<file path="config.mk">
export PLATFORM = sky130hd
export DESIGN_NAME = cordic_reg_bank_flat
export DESIGN_NICKNAME = d
export VERILOG_FILES = /design/src/rtl/cordic_bus_pkg.sv /design/src/rtl/cordic_reg_bank_if.sv /design/src/rtl/cordic_reg_bank.sv /design/src/flat_wrapper.sv
export SDC_FILE = /design/constraint.sdc
export NUM_CORES = 1
export LEC_CHECK = 0
export ABC_CLOCK_PERIOD_IN_PS = 4200
export BUFFER_PORTS_ARGS = -buffer_cell sky130_fd_sc_hd__clkbuf_2
export CORE_ASPECT_RATIO = 1.2
export CORE_MARGIN = 3
export CORE_UTILIZATION = 35
export DETAILED_ROUTE_END_ITERATION = 6
export SYNTH_ARGS = -nofsm -noshare
export SYNTH_HDL_FRONTEND = slang
export SYNTH_SLANG_ARGS = --single-unit
</file>
<file path="constraint.sdc">
create_clock -name clk -period 4.2 [get_ports clk]
set_input_delay 0.42 -clock clk [delete_from_list [all_inputs] [get_ports clk]]
set_output_delay 0.42 -clock clk [all_outputs]
set_load 0.01 [all_outputs]
</file>
<file path="src/rtl/cordic_bus_pkg.sv">
// Register offsets, control/flag bit positions and reset words shared by the
// CORDIC register bank and the CORDIC controller.
package cordic_bus_pkg;

    localparam logic [7:0] ADDR_CTRL    = 8'h00;
    localparam logic [7:0] ADDR_X       = 8'h04;
    localparam logic [7:0] ADDR_Y       = 8'h08;
    localparam logic [7:0] ADDR_Z       = 8'h0C;
    localparam logic [7:0] ADDR_IRQSTAT = 8'h10;

    localparam int CTRL_START_BIT = 0;
    localparam int CTRL_STOP_BIT  = 1;
    localparam int CTRL_READY_BIT = 16;
    localparam int CTRL_ERROR_BIT = 17;

    localparam int IRQ_DONE_BIT   = 0;
    localparam int IRQ_REJECT_BIT = 1;

    localparam logic [31:0] SHADOW_RST = 32'h0000_3FF0;
    localparam logic [31:0] STATUS_RST = 32'h0001_3FF0;

    typedef enum logic [2:0] {
        SEL_CTRL,
        SEL_X,
        SEL_Y,
        SEL_Z,
        SEL_IRQSTAT,
        SEL_NONE
    } reg_sel_e;

    // Byte address to register select; the two low address bits are ignored.
    function automatic reg_sel_e decode_addr(input logic [7:0] addr);
        logic [7:0] word_addr;
        word_addr = {addr[7:2], 2'b00};
        case (word_addr)
            ADDR_CTRL:    decode_addr = SEL_CTRL;
            ADDR_X:       decode_addr = SEL_X;
            ADDR_Y:       decode_addr = SEL_Y;
            ADDR_Z:       decode_addr = SEL_Z;
            ADDR_IRQSTAT: decode_addr = SEL_IRQSTAT;
            default:      decode_addr = SEL_NONE;
        endcase
    endfunction

endpackage

</file>
<file path="src/rtl/cordic_reg_bank_if.sv">
// Host bus of the CORDIC register bank: one-cycle select, acknowledge one cycle later.
interface cordic_reg_bank_if #(
    parameter int p_WIDTH  = 32,
    parameter int p_ADDR_W = 5
);
    logic                bus_sel;
    logic                bus_wr;
    logic [p_ADDR_W-1:0] bus_addr;
    logic [p_WIDTH-1:0]  bus_wdata;
    logic [p_WIDTH-1:0]  bus_rdata;
    logic                bus_ack;

    modport master (
        output bus_sel, bus_wr, bus_addr, bus_wdata,
        input  bus_rdata, bus_ack
    );

    modport slave (
        input  bus_sel, bus_wr, bus_addr, bus_wdata,
        output bus_rdata, bus_ack
    );
endinterface

</file>
<file path="src/rtl/cordic_reg_bank.sv">
// Host-visible register bank for the CORDIC controller: operand/config registers,
// start/stop command pulses, result/status capture and a sticky interrupt.
module cordic_reg_bank
    import cordic_bus_pkg::*;
#(
    parameter int p_WIDTH  = 32,
    parameter int p_ADDR_W = 5
) (
    input  logic               clk,
    input  logic               rst,
    cordic_reg_bank_if.slave   bus,
    output logic [31:0]        ctrl_in,
    output logic [p_WIDTH-1:0] x_in,
    output logic [p_WIDTH-1:0] y_in,
    output logic [p_WIDTH-1:0] z_in,
    input  logic [31:0]        ctrl_out,
    input  logic               ctrl_we,
    input  logic [p_WIDTH-1:0] x_res,
    input  logic [p_WIDTH-1:0] y_res,
    input  logic [p_WIDTH-1:0] z_res,
    input  logic               ctrl_irq,
    output logic               irq
);

    // shadow_q holds shadow[15:2]; status_hi_q holds status[31:16] (the only readable half)
    logic [13:0]        shadow_q, shadow_d;
    logic [15:0]        status_hi_q, status_hi_d;
    logic [p_WIDTH-1:0] x_op_q, x_op_d, y_op_q, y_op_d, z_op_q, z_op_d;
    logic [p_WIDTH-1:0] x_rs_q, x_rs_d, y_rs_q, y_rs_d, z_rs_q, z_rs_d;
    logic               busy_q, busy_d;
    logic               start_p_q, start_p_d;
    logic               stop_p_q, stop_p_d;
    logic [1:0]         irq_stat_q, irq_stat_d;
    logic               ack_q, ack_d;
    logic [p_WIDTH-1:0] rdata_q, rdata_d;

    logic [7:0] addr_b;
    reg_sel_e   sel;
    logic       wr_en, rd_en, reject;
    logic [1:0] w1c;
    logic       unused_ctrl_out;

    assign addr_b          = 8'(bus.bus_addr);
    assign unused_ctrl_out = ^ctrl_out[15:0];

    always_comb begin
        shadow_d    = shadow_q;
        status_hi_d = status_hi_q;
        x_op_d      = x_op_q;
        y_op_d      = y_op_q;
        z_op_d      = z_op_q;
        x_rs_d      = x_rs_q;
        y_rs_d      = y_rs_q;
        z_rs_d      = z_rs_q;
        busy_d      = busy_q;
        start_p_d   = 1'b0;
        stop_p_d    = 1'b0;
        ack_d       = bus.bus_sel;
        rdata_d     = '0;
        reject      = 1'b0;
        w1c         = 2'b00;
        sel         = decode_addr(addr_b);
        wr_en       = bus.bus_sel & bus.bus_wr;
        rd_en       = bus.bus_sel & ~bus.bus_wr;

        if (ctrl_we) begin
            status_hi_d = ctrl_out[31:16];
            x_rs_d      = x_res;
            y_rs_d      = y_res;
            z_rs_d      = z_res;
            if (ctrl_out[CTRL_READY_BIT]) begin
                busy_d = 1'b0;
            end
        end

        // A running computation freezes shadow and operands; STOP is the only command it accepts.
        if (wr_en) begin
            case (sel)
                SEL_CTRL: begin
                    if (busy_q) begin
                        if (bus.bus_wdata[CTRL_START_BIT]) reject = 1'b1;
                        if (bus.bus_wdata[CTRL_STOP_BIT])  stop_p_d = 1'b1;
                    end else begin
                        shadow_d[11:0] = bus.bus_wdata[13:2];
                        if (bus.bus_wdata[CTRL_START_BIT]) begin
                            start_p_d = 1'b1;
                            busy_d    = 1'b1;
                        end
                    end
                end
                SEL_X: if (busy_q) reject = 1'b1; else x_op_d = bus.bus_wdata;
                SEL_Y: if (busy_q) reject = 1'b1; else y_op_d = bus.bus_wdata;
                SEL_Z: if (busy_q) reject = 1'b1; else z_op_d = bus.bus_wdata;
                SEL_IRQSTAT: w1c = bus.bus_wdata[1:0];
                default: ;
            endcase
        end

        if (rd_en) begin
            case (sel)
                SEL_CTRL:    rdata_d = p_WIDTH'({status_hi_q, shadow_q, 2'b00});
                SEL_X:       rdata_d = x_rs_q;
                SEL_Y:       rdata_d = y_rs_q;
                SEL_Z:       rdata_d = z_rs_q;
                SEL_IRQSTAT: rdata_d = p_WIDTH'(irq_stat_q);
                default:     rdata_d = '0;
            endcase
        end

        // Set is applied after clear so a coincident event is never lost.
        irq_stat_d = irq_stat_q & ~w1c;
        if (ctrl_irq) irq_stat_d[IRQ_DONE_BIT]   = 1'b1;
        if (reject)   irq_stat_d[IRQ_REJECT_BIT] = 1'b1;
    end

    always_ff @(posedge clk) begin
        if (rst) begin
            shadow_q    <= SHADOW_RST[15:2];
            status_hi_q <= STATUS_RST[31:16];
            x_op_q      <= '0;
            y_op_q      <= '0;
            z_op_q      <= '0;
            x_rs_q      <= '0;
            y_rs_q      <= '0;
            z_rs_q      <= '0;
            busy_q      <= 1'b0;
            start_p_q   <= 1'b0;
            stop_p_q    <= 1'b0;
            irq_stat_q  <= 2'b00;
            ack_q       <= 1'b0;
            rdata_q     <= '0;
        end else begin
            shadow_q    <= shadow_d;
            status_hi_q <= status_hi_d;
            x_op_q      <= x_op_d;
            y_op_q      <= y_op_d;
            z_op_q      <= z_op_d;
            x_rs_q      <= x_rs_d;
            y_rs_q      <= y_rs_d;
            z_rs_q      <= z_rs_d;
            busy_q      <= busy_d;
            start_p_q   <= start_p_d;
            stop_p_q    <= stop_p_d;
            irq_stat_q  <= irq_stat_d;
            ack_q       <= ack_d;
            rdata_q     <= rdata_d;
        end
    end

    assign ctrl_in       = {16'h0000, shadow_q, stop_p_q, start_p_q};
    assign x_in          = x_op_q;
    assign y_in          = y_op_q;
    assign z_in          = z_op_q;
    assign irq           = |irq_stat_q;
    assign bus.bus_ack   = ack_q;
    assign bus.bus_rdata = rdata_q;

endmodule

</file>
<file path="src/flat_wrapper.sv">
// flat-port wrapper written by rule: the top's interface ports become plain ports
module cordic_reg_bank_flat import cordic_bus_pkg::*;
#(
    parameter int p_WIDTH  = 32,
    parameter int p_ADDR_W = 5
)
  (clk, rst, ctrl_in, x_in, y_in, z_in, ctrl_out, ctrl_we, x_res, y_res, z_res, ctrl_irq, irq, bus_bus_sel, bus_bus_wr, bus_bus_addr, bus_bus_wdata, bus_bus_rdata, bus_bus_ack);
  cordic_reg_bank_if #(.p_WIDTH(p_WIDTH), .p_ADDR_W(p_ADDR_W)) bus_i ();
  input  logic clk;
  input  logic rst;
  output logic [31:0] ctrl_in;
  output logic [p_WIDTH-1:0] x_in;
  output logic [p_WIDTH-1:0] y_in;
  output logic [p_WIDTH-1:0] z_in;
  input  logic [31:0] ctrl_out;
  input  logic ctrl_we;
  input  logic [p_WIDTH-1:0] x_res;
  input  logic [p_WIDTH-1:0] y_res;
  input  logic [p_WIDTH-1:0] z_res;
  input  logic ctrl_irq;
  output logic irq;
  input wire logic [$bits(bus_i.bus_sel)-1:0] bus_bus_sel;
  input wire logic [$bits(bus_i.bus_wr)-1:0] bus_bus_wr;
  input wire logic [$bits(bus_i.bus_addr)-1:0] bus_bus_addr;
  input wire logic [$bits(bus_i.bus_wdata)-1:0] bus_bus_wdata;
  output wire logic [$bits(bus_i.bus_rdata)-1:0] bus_bus_rdata;
  output wire logic [$bits(bus_i.bus_ack)-1:0] bus_bus_ack;
  assign bus_i.bus_sel = bus_bus_sel;
  assign bus_i.bus_wr = bus_bus_wr;
  assign bus_i.bus_addr = bus_bus_addr;
  assign bus_i.bus_wdata = bus_bus_wdata;
  assign bus_bus_rdata = bus_i.bus_rdata;
  assign bus_bus_ack = bus_i.bus_ack;
  cordic_reg_bank #(.p_WIDTH(p_WIDTH), .p_ADDR_W(p_ADDR_W)) u_core (.clk(clk), .rst(rst), .bus(bus_i), .ctrl_in(ctrl_in), .x_in(x_in), .y_in(y_in), .z_in(z_in), .ctrl_out(ctrl_out), .ctrl_we(ctrl_we), .x_res(x_res), .y_res(y_res), .z_res(z_res), .ctrl_irq(ctrl_irq), .irq(irq));
endmodule
</file>
==> impl_metrics.tcl <==
set metrics [dict create \
    final_nets 1357 \
    cts_sinks 258 \
    syn_area_per_cell_sq_um 11.2 \
    cp.arrival_ns 2.61 \
    grt_pass1_vias 7374 \
    dr_total_vias 7273 \
    required_ns 4.66 \
    synth_area_sq_mm 0.0103 \
    ir_drop_v 0.000415 \
    rsz0062_at_grt "false" \
    drive_gt1_share_pct 31.7 \
    clk_pin_slew_ns 0.06 \
    cts-root-buf "clkbuf_16" \
    grt_use_total_pct 15.9 \
    hold_path_depth 3 \
    powerDensity_mw_per_mm2 421 \
    min_period_over_period_pct 51.2 \
    chipHeight_microns 194 \
    ys_seq_area_share_pct 50.0 \
    outcome "completed" \
    synthTopCellsByArea "dfxtp_1 (50%), mux2i_1 (20%), nand2b_1 (7.9%)" \
    cp-end-kind "register" \
    grt_overflow 0 \
    synth_top_area_cell "dfxtp_1" \
    fp.dieArea_sq_mm 0.0316 \
    tritoncts "done" \
    antenna_found_initial 4 \
    grt_pass1_wl_microns 40700 \
    grt_max_degree 145 \
    cp_max_fo 27 \
    design.core.area_sq_mm 0.0289 \
    critPathKind "input port to register" \
    synthCells 921 \
    leakage_nw 6.06 \
    fin_worst_skew_ns 0.00644 \
    ys_seq_elements 258 \
    fmax_mhz 465 \
    ctsHtreeMaxLevel 1 \
    setup_viol 0 \
    cap_violations 0 \
    rows 68 \
    yosys_warnings 0 \
    relSlewSlack_pct 33.1 \
    drt_iter0_drc 316 \
    max_slew.worst_pin.slew_ns 1.00 \
    worstRegToRegCells 4 \
    cts_setup_buffers 0 \
    chipWidth_microns 163 \
    wl_per_cell_microns 16.5 \
    dpl.cell_count 1542 \
    hold_viol_final 0 \
    yosysUniqueCellTypes 36 \
    final.min_clock_period_ns 2.15 \
    worstSetupStartpointType "input port" \
    cts_inserted_buffers 27 \
    finalMaxSlewViolations 0 \
    routed_wl_microns 26300 \
    tns_ns 0 \
    io_pins 333 \
    place_congestion 0.771 \
    hold_path_class "input port to register" \
    drc 0 \
    final_cells 1588 \
    diodes 0 \
    postCtsHoldBufs 0 \
    start_util_pct 35.7 \
    clock_latency_ns 0.53 \
    portBuffers 296 \
    fin_total_pwr_mw 5.37 \
    cts_buffer_depth 3 \
    ctsResizeCount 0 \
    via_per_inst 4.58 \
    dp_hpwl_microns 18000 \
    route.antenna.remaining_nets 0 \
    first_pass_iters 4 \
    synth_top_area_share_pct 50.0 \
    area_delta_synth_final_pct 23.6 \
]
==> layer usage <==
metal | part of all wire, % | global-route usage, % | wire [microns]
met5 | 0.14 | 0 | 37
met4 | 2.4 | 4.17 | 623
met3 | 9.2 | 5.85 | 2400
met2 | 46 | 26.0 | 12000
met1 | 43 | 19.7 | 11200
==> cell families (layout without fill, tap and decap cells) <==
logic type	after synthesis	count (layout)	synth area share, %
AO/OA/AOI/OAI	33	33	2.45
buffers and inverters	90	355	5.40
flip-flops	258	258	50.0
multiplexers	241	241	26.8
other	1	18	0.0363
AND/OR/NAND/NOR	298	298	15.3
==> area by class of cell <==
cell class / count / area, sq um
Tap cell: 385 / 482
Clock inverter: 6 / 90.1
Inverter: 3 / 11.3
Sequential cell: 258 / 5160
Clock buffer: 40 / 774
Multi-Input combinational cell: 590 / 4670
Timing Repair Buffer: 306 / 1570
Fill cell: 2848 / 16200
==> per-stage QoR <==
| stage | instance area, sq um | hold WS [ns] | util, % | setup slack [ns] |
|---|---|---|---|---|
| 2_1_floorplan | 10400 | 0.427 | - | 2.69 |
| 3_3_place_gp | 11900 | 0.459 | 41.1 | 1.47 |
| 3_5_place_dp | 11900 | 0.460 | 41.1 | 1.43 |
| 4_1_cts | 12800 | 0.0787 | 44.1 | 2.00 |
| 5_1_grt | 12800 | 0.0965 | 44.1 | 1.90 |
| 6_report | 12800 | 0.114 | 44.1 | 2.05 |
==> registers in the layout (all words and copies together), names as in the netlist <==
| name | cells |
|---|---|
| u_core.y_rs_q | 32 |
| u_core.y_in | 32 |
| u_core.bus.bus_ack | 1 |
| u_core.z_rs_q | 32 |
| u_core.status_hi_q | 16 |
| u_core.busy_q | 1 |
| u_core.x_in | 32 |
| u_core.shadow_q | 12 |
| u_core.start_p_q | 1 |
| u_core.x_rs_q | 32 |
| u_core.irq_stat_q | 2 |
| u_core.stop_p_q | 1 |
| u_core.bus.bus_rdata | 32 |
| u_core.z_in | 32 |
==> report_power, final <==
group	switching (mW)	internal (mW)	total (mW)
clock network	0.972	1.39	2.36
logic	0.214	0.223	0.437
registers	0.0410	2.53	2.57
==> layout by cell type (no fill, tap or decap), types with 3 or more instances in the layout <==
master | Yosys | layout
a211o_1 | 10 | 10
a21boi_0 | 10 | 10
a21oi_1 | 3 | 3
buf_4 | 24 | 10
clkbuf_1 | 20 | 8
clkbuf_16 | 0 | 27
clkbuf_2 | 0 | 293
clkbuf_8 | 0 | 5
conb_1 | 1 | 18
dfxtp_1 | 258 | 258
inv_1 | 3 | 3
mux2_2 | 4 | 4
mux2i_1 | 209 | 209
mux4_2 | 28 | 28
nand2_1 | 4 | 4
nand2b_1 | 131 | 131
nand3b_1 | 3 | 3
nor2_1 | 116 | 116
nor2b_1 | 30 | 30
o21ai_0 | 3 | 3
==> synth_stat cells <==
library cell and n:
a22oi_1 2, nor2_1 116, and3_4 1, a211oi_1 1, buf_12 3, buf_2 29, mux4_2 28, buf_6 6
mux2_2 4, conb_1 1, and2_1 2, clkbuf_1 20, dfxtp_1 258, buf_4 24, nand2_1 4, nand3_1 2
or2_2 1, a21boi_0 10, mux2i_1 209, a21oi_1 3, a211o_1 10, nand3b_1 3, buf_1 5, a221oi_1 2
and2b_1 1, nand2_2 1, inv_1 3, a41o_1 2, nor2_2 1, nor4_1 1, nand2b_1 131, o21ai_0 3
nor3_1 2, nand4_1 1, nor2b_1 30, and4bb_4 1
==> worst paths after layout <==
check | from | to | slack, ns
setup reg to reg | u_core.busy_q$_SDFF_PP0_ | u_core.x_in[5]$_SDFFE_PP0P_ | 2.08
setup / recovery | bus_bus_addr[3] | u_core.x_in[5]$_SDFFE_PP0P_ | 2.05
hold / removal | ctrl_irq | u_core.irq_stat_q[0]$_SDFF_PP0_ | 0.11
hold reg to reg | u_core.z_in[0]$_SDFFE_PP0P_ | u_core.z_in[0]$_SDFFE_PP0P_ | 0.47
==> worst max-delay path, stage by stage <==
cell and delay, ns:
clkbuf_2 0.50, and2b_1 0.36, nand2_2 0.77, buf_4 0.32, mux2i_1 0.20
Power figures use the tool's default switching activity.
